$ cat config.mk
export PLATFORM = sky130hd
export DESIGN_NAME = turn_scheduler
export DESIGN_NICKNAME = d
export VERILOG_FILES = /design/src/rtl/turn_scheduler_pkg.sv /design/src/rtl/turn_scheduler_edge_detect.sv /design/src/rtl/turn_scheduler.sv
export SDC_FILE = /design/constraint.sdc
export NUM_CORES = 1
export LEC_CHECK = 0
export CAP_MARGIN = 20
export CORE_MARGIN = 5
export CORE_UTILIZATION = 52
export DETAILED_ROUTE_END_ITERATION = 6
export PLACE_DENSITY_LB_ADDON = 0.05
export SETUP_SLACK_MARGIN = 0.1
export SYNTH_ARGS = -nofsm -noshare
export SYNTH_HDL_FRONTEND = slang
export SYNTH_SLANG_ARGS = --single-unit
$ cat constraint.sdc
create_clock -name clk_i -period 1.57 [get_ports clk_i]
set_input_delay 0.157 -clock clk_i [delete_from_list [all_inputs] [get_ports clk_i]]
set_output_delay 0.157 -clock clk_i [all_outputs]
set_load 0.01 [all_outputs]
$ cat src/rtl/turn_scheduler_pkg.sv
// Shared game constants: FSM state encodings, timeout default and player-count limits.
package turn_scheduler_pkg;

    typedef enum logic [2:0] {
        StIdle     = 3'd0,
        StWaitFlip = 3'd1,
        StEval     = 3'd2,
        StAdvance  = 3'd3,
        StCheck    = 3'd4,
        StPass     = 3'd5,
        StGameOver = 3'd6
    } state_e;

    localparam int unsigned DefaultTurnTimeout = 1000;
    localparam int unsigned MinTurnTimeout     = 2;
    localparam int unsigned MinPlayers         = 2;
    localparam int unsigned MaxPlayers         = 4;

endpackage

$ cat src/rtl/turn_scheduler_edge_detect.sv
// One-bit rising-edge detector: registered copy of the input, edge = d & ~d_q.
module turn_scheduler_edge_detect (
    input  logic clk_i,
    input  logic rst_ni,
    input  logic d_i,
    output logic edge_o
);

    logic d_q;

    // Delay the level by one cycle for comparison.
    always_ff @(posedge clk_i or negedge rst_ni) begin
        if (!rst_ni) begin
            d_q <= 1'b0;
        end else begin
            d_q <= d_i;
        end
    end

    assign edge_o = d_i & ~d_q;

endmodule

$ cat src/rtl/turn_scheduler.sv
// Turn scheduler for the card game: rotates players, times out idle turns,
// strobes the position tracker on a matching flip and latches the winner.
module turn_scheduler
    import turn_scheduler_pkg::*;
#(
    parameter int unsigned NUM_PLAYERS  = MaxPlayers,
    parameter int unsigned TURN_TIMEOUT = DefaultTurnTimeout
) (
    input  logic       clk_i,
    input  logic       rst_ni,
    input  logic       start_i,
    input  logic       flip_i,
    input  logic       card_match_i,
    input  logic       win_i,
    output logic [1:0] turn_o,
    output logic       adv_o,
    output logic       game_rst_n_o,
    output logic       game_over_o,
    output logic [1:0] winner_o,
    output logic [7:0] turn_count_o,
    output logic [2:0] state_o
);

    localparam int unsigned TimerW = $clog2(TURN_TIMEOUT);
    localparam logic [TimerW-1:0] TimerLast = TimerW'(TURN_TIMEOUT - 1);
    localparam logic [1:0] LastTurn = 2'(NUM_PLAYERS - 1);

    if (NUM_PLAYERS < MinPlayers || NUM_PLAYERS > MaxPlayers) begin : g_bad_players
        $error("NUM_PLAYERS must be within 2..4");
    end
    if (TURN_TIMEOUT < MinTurnTimeout) begin : g_bad_timeout
        $error("TURN_TIMEOUT must be at least 2");
    end

    logic flip_edge, start_edge;

    turn_scheduler_edge_detect u_flip_edge (
        .clk_i  (clk_i),
        .rst_ni (rst_ni),
        .d_i    (flip_i),
        .edge_o (flip_edge)
    );

    turn_scheduler_edge_detect u_start_edge (
        .clk_i  (clk_i),
        .rst_ni (rst_ni),
        .d_i    (start_i),
        .edge_o (start_edge)
    );

    state_e            state_q, state_d;
    logic [TimerW-1:0] timer_q, timer_d;
    logic [1:0]        turn_q, turn_d;
    logic [1:0]        winner_q, winner_d;
    logic [7:0]        count_q, count_d;
    logic              adv_q, adv_d;
    logic              game_rst_n_q, game_rst_n_d;
    logic              game_over_q, game_over_d;

    // Next-state logic; flag outputs are derived from the next state so they stay registered.
    always_comb begin
        state_d  = state_q;
        timer_d  = '0;
        turn_d   = turn_q;
        winner_d = winner_q;
        count_d  = count_q;
        unique case (state_q)
            StIdle, StGameOver: begin
                if (start_edge) begin
                    state_d  = StWaitFlip;
                    turn_d   = 2'd0;
                    count_d  = 8'd0;
                    winner_d = 2'd0;
                end
            end
            StWaitFlip: begin
                // A flip in the timeout cycle wins over the timeout.
                if (flip_edge) begin
                    state_d = StEval;
                end else if (timer_q == TimerLast) begin
                    state_d = StPass;
                end else begin
                    timer_d = timer_q + 1'b1;
                end
            end
            StEval:    state_d = card_match_i ? StAdvance : StPass;
            StAdvance: state_d = StCheck;
            StCheck: begin
                if (win_i) begin
                    state_d  = StGameOver;
                    winner_d = turn_q;
                end else begin
                    state_d = StWaitFlip;
                end
            end
            StPass: begin
                state_d = StWaitFlip;
                turn_d  = (turn_q == LastTurn) ? 2'd0 : turn_q + 2'd1;
                count_d = (count_q == 8'hFF) ? count_q : count_q + 8'd1;
            end
            default: state_d = StIdle;
        endcase

        adv_d        = (state_d == StAdvance);
        game_over_d  = (state_d == StGameOver);
        game_rst_n_d = !(((state_q == StIdle) || (state_q == StGameOver)) && start_edge);
    end

    // State and registered outputs; reset aborts any game immediately.
    always_ff @(posedge clk_i or negedge rst_ni) begin
        if (!rst_ni) begin
            state_q      <= StIdle;
            timer_q      <= '0;
            turn_q       <= 2'd0;
            winner_q     <= 2'd0;
            count_q      <= 8'd0;
            adv_q        <= 1'b0;
            game_rst_n_q <= 1'b1;
            game_over_q  <= 1'b0;
        end else begin
            state_q      <= state_d;
            timer_q      <= timer_d;
            turn_q       <= turn_d;
            winner_q     <= winner_d;
            count_q      <= count_d;
            adv_q        <= adv_d;
            game_rst_n_q <= game_rst_n_d;
            game_over_q  <= game_over_d;
        end
    end

    assign turn_o       = turn_q;
    assign adv_o        = adv_q;
    assign game_rst_n_o = game_rst_n_q;
    assign game_over_o  = game_over_q;
    assign winner_o     = winner_q;
    assign turn_count_o = count_q;
    assign state_o      = state_q;

endmodule
==> run summary <==
The per-instance average area after synthesis was 9.862 sq um. The number of antenna diodes was 0. STA puts the critical path data required time at 1.84 ns. By area the synthesized netlist is led by sky130_fd_sc_hd__dfrtp_1 48%, sky130_fd_sc_hd__nor2_1 4.5%, sky130_fd_sc_hd__nand2_1 3.7%.

Final weighted congestion in routability-driven placement: 0.8095. Horizontal die dimension: 63.87 um. After Yosys synthesis, XOR and XNOR cells account for 5.224% of the synthesized area. The worst setup path is launched from a flip-flop.

The total area inside the core boundary comes to 0.002758 sq mm. The count of nets left with antenna violations once routing finished came out at 0. Counting flops with a built-in enable in the synthesized netlist gives 0.

The clock transition time at the flip-flop clock pins of the worst setup and hold paths was 0.10 ns. By count the netlist is led by 29 x sky130_fd_sc_hd__dfrtp_1, 18 x sky130_fd_sc_hd__nor2_1, 15 x sky130_fd_sc_hd__nand2_1, 9 x sky130_fd_sc_hd__a21oi_1, 7 x sky130_fd_sc_hd__nand3_1. The tools report the number of global-route vias before repair as 1,345.

In the final layout, flip-flops and latches occupy 758.2 sq um. At the pin with the least slew margin, the transition time is 0.4508 ns. The number of CTS-inserted buffers was 5. The tightest min-delay check is of the in2async type. CTS placed an instance of sky130_fd_sc_hd__clkbuf_4 at the clock tree root. The number of pins with negative max-slew slack in the final report is 0, and the delay contributed by the slowest stage of the critical path is 0.51 ns.

The worst setup path is captured at a flip-flop. The final layout contains 221 nets. The critical path goes through buf_6 -> nand3b_4 -> or4_1 -> a21oi_1. The count of port buffers added during placement came out at 23. OpenSTA, run right after detailed placement, puts the worst setup slack at -0.1505 ns. The area share of and/or/nand/nor cells after synthesis was 26.04%; the synthesized instance count was 153.

The synthesized netlist devotes 2.488% of its cell area to adder and majority cells. The number of sinks handled by clock tree synthesis is 30. The die covers 0.004079 sq mm. The library cell contributing the largest single delay on the critical path is sky130_fd_sc_hd__or4_1. The share of the Yosys chip area taken by registers is 49.83%. The clock reaches the later pin of the worst-skew pair after 0.34 ns. The number of hold buffers added after CTS was 0.

Setup repair after global routing could not meet its margin everywhere. In the post-synthesis netlist, the cell with the most instances is sky130_fd_sc_hd__dfrtp_1. The maximum fanout count along the critical path came out at 6. Counting the fill cells in the layout gives 200.

The buffer and inverter count on the worst path works out to 1. The worst clock skew is 0.009605 ns, and the fraction of synthesized area in multiplexers is 0%. Summed over all failing endpoints, the final setup total negative slack is 0 ns. In the final layout, the multi-input gates occupy 755.7 sq um.

Of the available clock period, the critical path in the final layout requires 93.17%. The gate family responsible for the most delay along the worst path was simple AND/OR/NAND/NOR gates. TritonCTS built the clock tree.

Core occupancy in the finished layout: 78.09%. The tools report the cell area after synthesis as 0.001509 sq mm. The number of cell instances on the worst register-to-register path is 4. The endpoint identified for the worst register-to-register timing path is turn_count_o[7]$_DFFE_PN0P_. The design draws 3.447 mW.

The flop and latch count out of synthesis works out to 30. In the synthesized netlist the dominant register cell turns out to be sky130_fd_sc_hd__dfrtp_1. The run finished with clean final reports.

For the finished layout, the period the worst path requires is 1.463 ns. The number of endpoints with negative hold slack in the final report was 0. For the internal reg-to-reg setup slack, the log shows 0.11 ns. After detailed routing, the average wire length per cell comes to 15.35 um. The share of layout cells above drive strength 1 was 30.66%. Entering global routing, the biggest net connects 31 pins. The cell taking the most area after synthesis was sky130_fd_sc_hd__dfrtp_1. Row generation in the floorplan step produced 19 rows.

The area growth from synthesis to layout is 42.70%. The synthesized netlist devotes 12.27% of its cell area to compound gates. 24 I/O pins were placed. Across every metal layer, demand over resource in global routing totals 19.10%.

The logs give 0 for the reported max-cap violation count and 2.263 mm for the final HPWL from detailed placement. Measured along the y axis, the die boundary spans 63.87 um. The netlist uses 41 different library cells.

The tools report the source of the worst register-to-register timing path as state_o[1]$_DFF_PN0_. The run gives 0.001222 V as the peak ir drop on the vdd network. Dividing total power by cell area gives a power density of 1601 mW/mm^2. The worst pin sits at a relative slew slack of 69.52%. In this run the cell area measured after placement is 0.001862 sq mm. Once layout is done, the placed cells without fillers occupy 0.002153 sq mm. Summed over its instances, the top area cell type makes up 48.09% of the synthesized netlist area. For this run, the top clock speed supported by timing is 0.6837 GHz. In this run the number of H-tree levels came out at 2. For this run, design rule violations remaining after detail routing come to 0. Across all setup checks in the final design, the least slack found is 0.1073 ns. Yosys printed 0 warnings. Setup violations remaining at the end of the flow were counted as 0.

The logs give 0 for the initial antenna violation count and 54.72% for the effective utilization at floorplan. The detailed-route vias per instance was 5.502. The type of the worst setup path is reg2reg. By area, the combinational part of the netlist is dominated by simple AND/OR/NAND/NOR gates. Data arrives at the worst endpoint at 1.73 ns.

The tools report the number of vias in the routed layout as 1,337. Counting flops with an async set or reset pin after synthesis yields a share of 100.0%. For this run the aggregate overflow at the end of global routing stands at 0.

The longest clock path from root to sink contains 2 buffers. The first global-routing pass estimated 6.058 mm of wire. In this run, the number of DRC markers left after iteration 0 of detailed routing was 72.

Synthesis produced a netlist with a net count of 162. After detailed routing, the total wire length is 3.731 mm. For this design the static power due to leakage is 1.033 nW. The first TritonRoute pass finished after 4 iterations.
## worst register-to-register path, cell delays in order (launching register included)
cell and delay [ns]:
sky130_fd_sc_hd__dfrtp_2 0.44, sky130_fd_sc_hd__buf_6 0.14, sky130_fd_sc_hd__nand3b_4 0.16, sky130_fd_sc_hd__or4_1 0.51, sky130_fd_sc_hd__a21oi_1 0.15
## cell usage in the layout (no fill, tap or decap), types with 2 or more instances in the layout
cell type                         synthesis  layout
sky130_fd_sc_hd__dfrtp_2                  0       5
sky130_fd_sc_hd__nor3_1                   3       3
sky130_fd_sc_hd__clkdlybuf4s50_1          0      14
sky130_fd_sc_hd__dlymetal6s2s_1           0       5
sky130_fd_sc_hd__clkbuf_4                 0       5
sky130_fd_sc_hd__o21a_1                   4       4
sky130_fd_sc_hd__nand3_1                  7       6
sky130_fd_sc_hd__buf_4                    0      32
sky130_fd_sc_hd__inv_1                    5       4
sky130_fd_sc_hd__a21oi_1                  9       9
sky130_fd_sc_hd__nand3b_1                 2       2
sky130_fd_sc_hd__dfrtp_1                 29      24
sky130_fd_sc_hd__nor2_1                  18      18
sky130_fd_sc_hd__xnor2_1                  5       5
sky130_fd_sc_hd__nand2b_1                 3       2
sky130_fd_sc_hd__nand2_1                 15      13
sky130_fd_sc_hd__nand2_2                  0       2
sky130_fd_sc_hd__o21ai_0                  6       6
sky130_fd_sc_hd__nand4_1                  3       3
sky130_fd_sc_hd__dlygate4sd2_1            0       4
sky130_fd_sc_hd__a31oi_1                  2       2
sky130_fd_sc_hd__nor2b_1                  3       3
sky130_fd_sc_hd__xor2_1                   4       4
sky130_fd_sc_hd__and2_1                   2       2
sky130_fd_sc_hd__nand3_2                  1       2
sky130_fd_sc_hd__buf_6                    3       2
## metal layers
metal,share of wire [%],vias to the layer above,GRT usage (%)
li1,-,646,-
met1,43,641,21.32
met2,49,41,32.29
met3,6.2,9,7.180
met4,1.9,0,8.312
met5,0,-,0
## stage by stage
step / std cells / hold WS, ns
finish: 243 / 0.1935
floorplan: 153 / -0.1386
global route: 243 / 0.2105
detailed placement: 219 / 0.5302
CTS: 237 / 0.1935
global placement: 219 / 0.5117
## state kept, by name, summed over array words and instances, names as in the netlist
signal	flops
adv_o	1
game_over_o	1
game_rst_n_o	1
state_o	3
timer_q	10
turn_count_o	8
turn_o	2
u_flip_edge.d_q	1
u_start_edge.d_q	1
winner_o	2
## power by group
part / switching [mW] / internal (mW) / leakage [nW]
clock network: 0.274 / 0.370 / 0.0443
logic: 0.810 / 0.880 / 0.598
registers: 0.143 / 0.970 / 0.391
## what timing repair did
| item | in CTS | in global routing |
|---|---|---|
| setup buffers | 12 | 6 |
| resized for setup | 13 | 18 |
| endpoints found under the setup margin | 25 | 17 |
| gates cloned | 0 | 0 |
| pin swaps | 4 | 4 |
## how the worst max path moves through the flow
stage / from / end / slack, ns / cells past startpoint
after floorplan: timer_q[0]$_DFF_PN0_ / timer_q[8]$_DFF_PN0_ / 0.12 / 6
after global placement: start_i / turn_count_o[4]$_DFFE_PN0P_ / -0.09 / 6
after detailed placement: start_i / turn_count_o[4]$_DFFE_PN0P_ / -0.15 / 6
after CTS: state_o[0]$_DFF_PN0_ / state_o[0] / 0.003 / 1
after global routing: state_o[1]$_DFF_PN0_ / turn_count_o[2]$_DFFE_PN0P_ / 0.02 / 6
final: state_o[1]$_DFF_PN0_ / turn_count_o[7]$_DFFE_PN0P_ / 0.11 / 4
## cells by family (layout without fill, tap and decap cells)
family | after synthesis | count (layout)
AND/OR/NAND/NOR | 71 | 71
AO/OA/AOI/OAI | 30 | 30
flip-flops | 30 | 30
XOR/XNOR | 9 | 9
adder cells (fa/ha/maj) | 3 | 3
buffers and inverters | 10 | 69
## final cells by class
cell class	count	area share (%)
clock buffer	6	2.382
clock inverter	1	1.395
inverter	5	0.8716
multi-input combinational	113	35.10
sequential	30	35.21
tap	31	1.801
timing repair buffer	57	23.24
No activity file was read; power rests on OpenSTA's default activity.
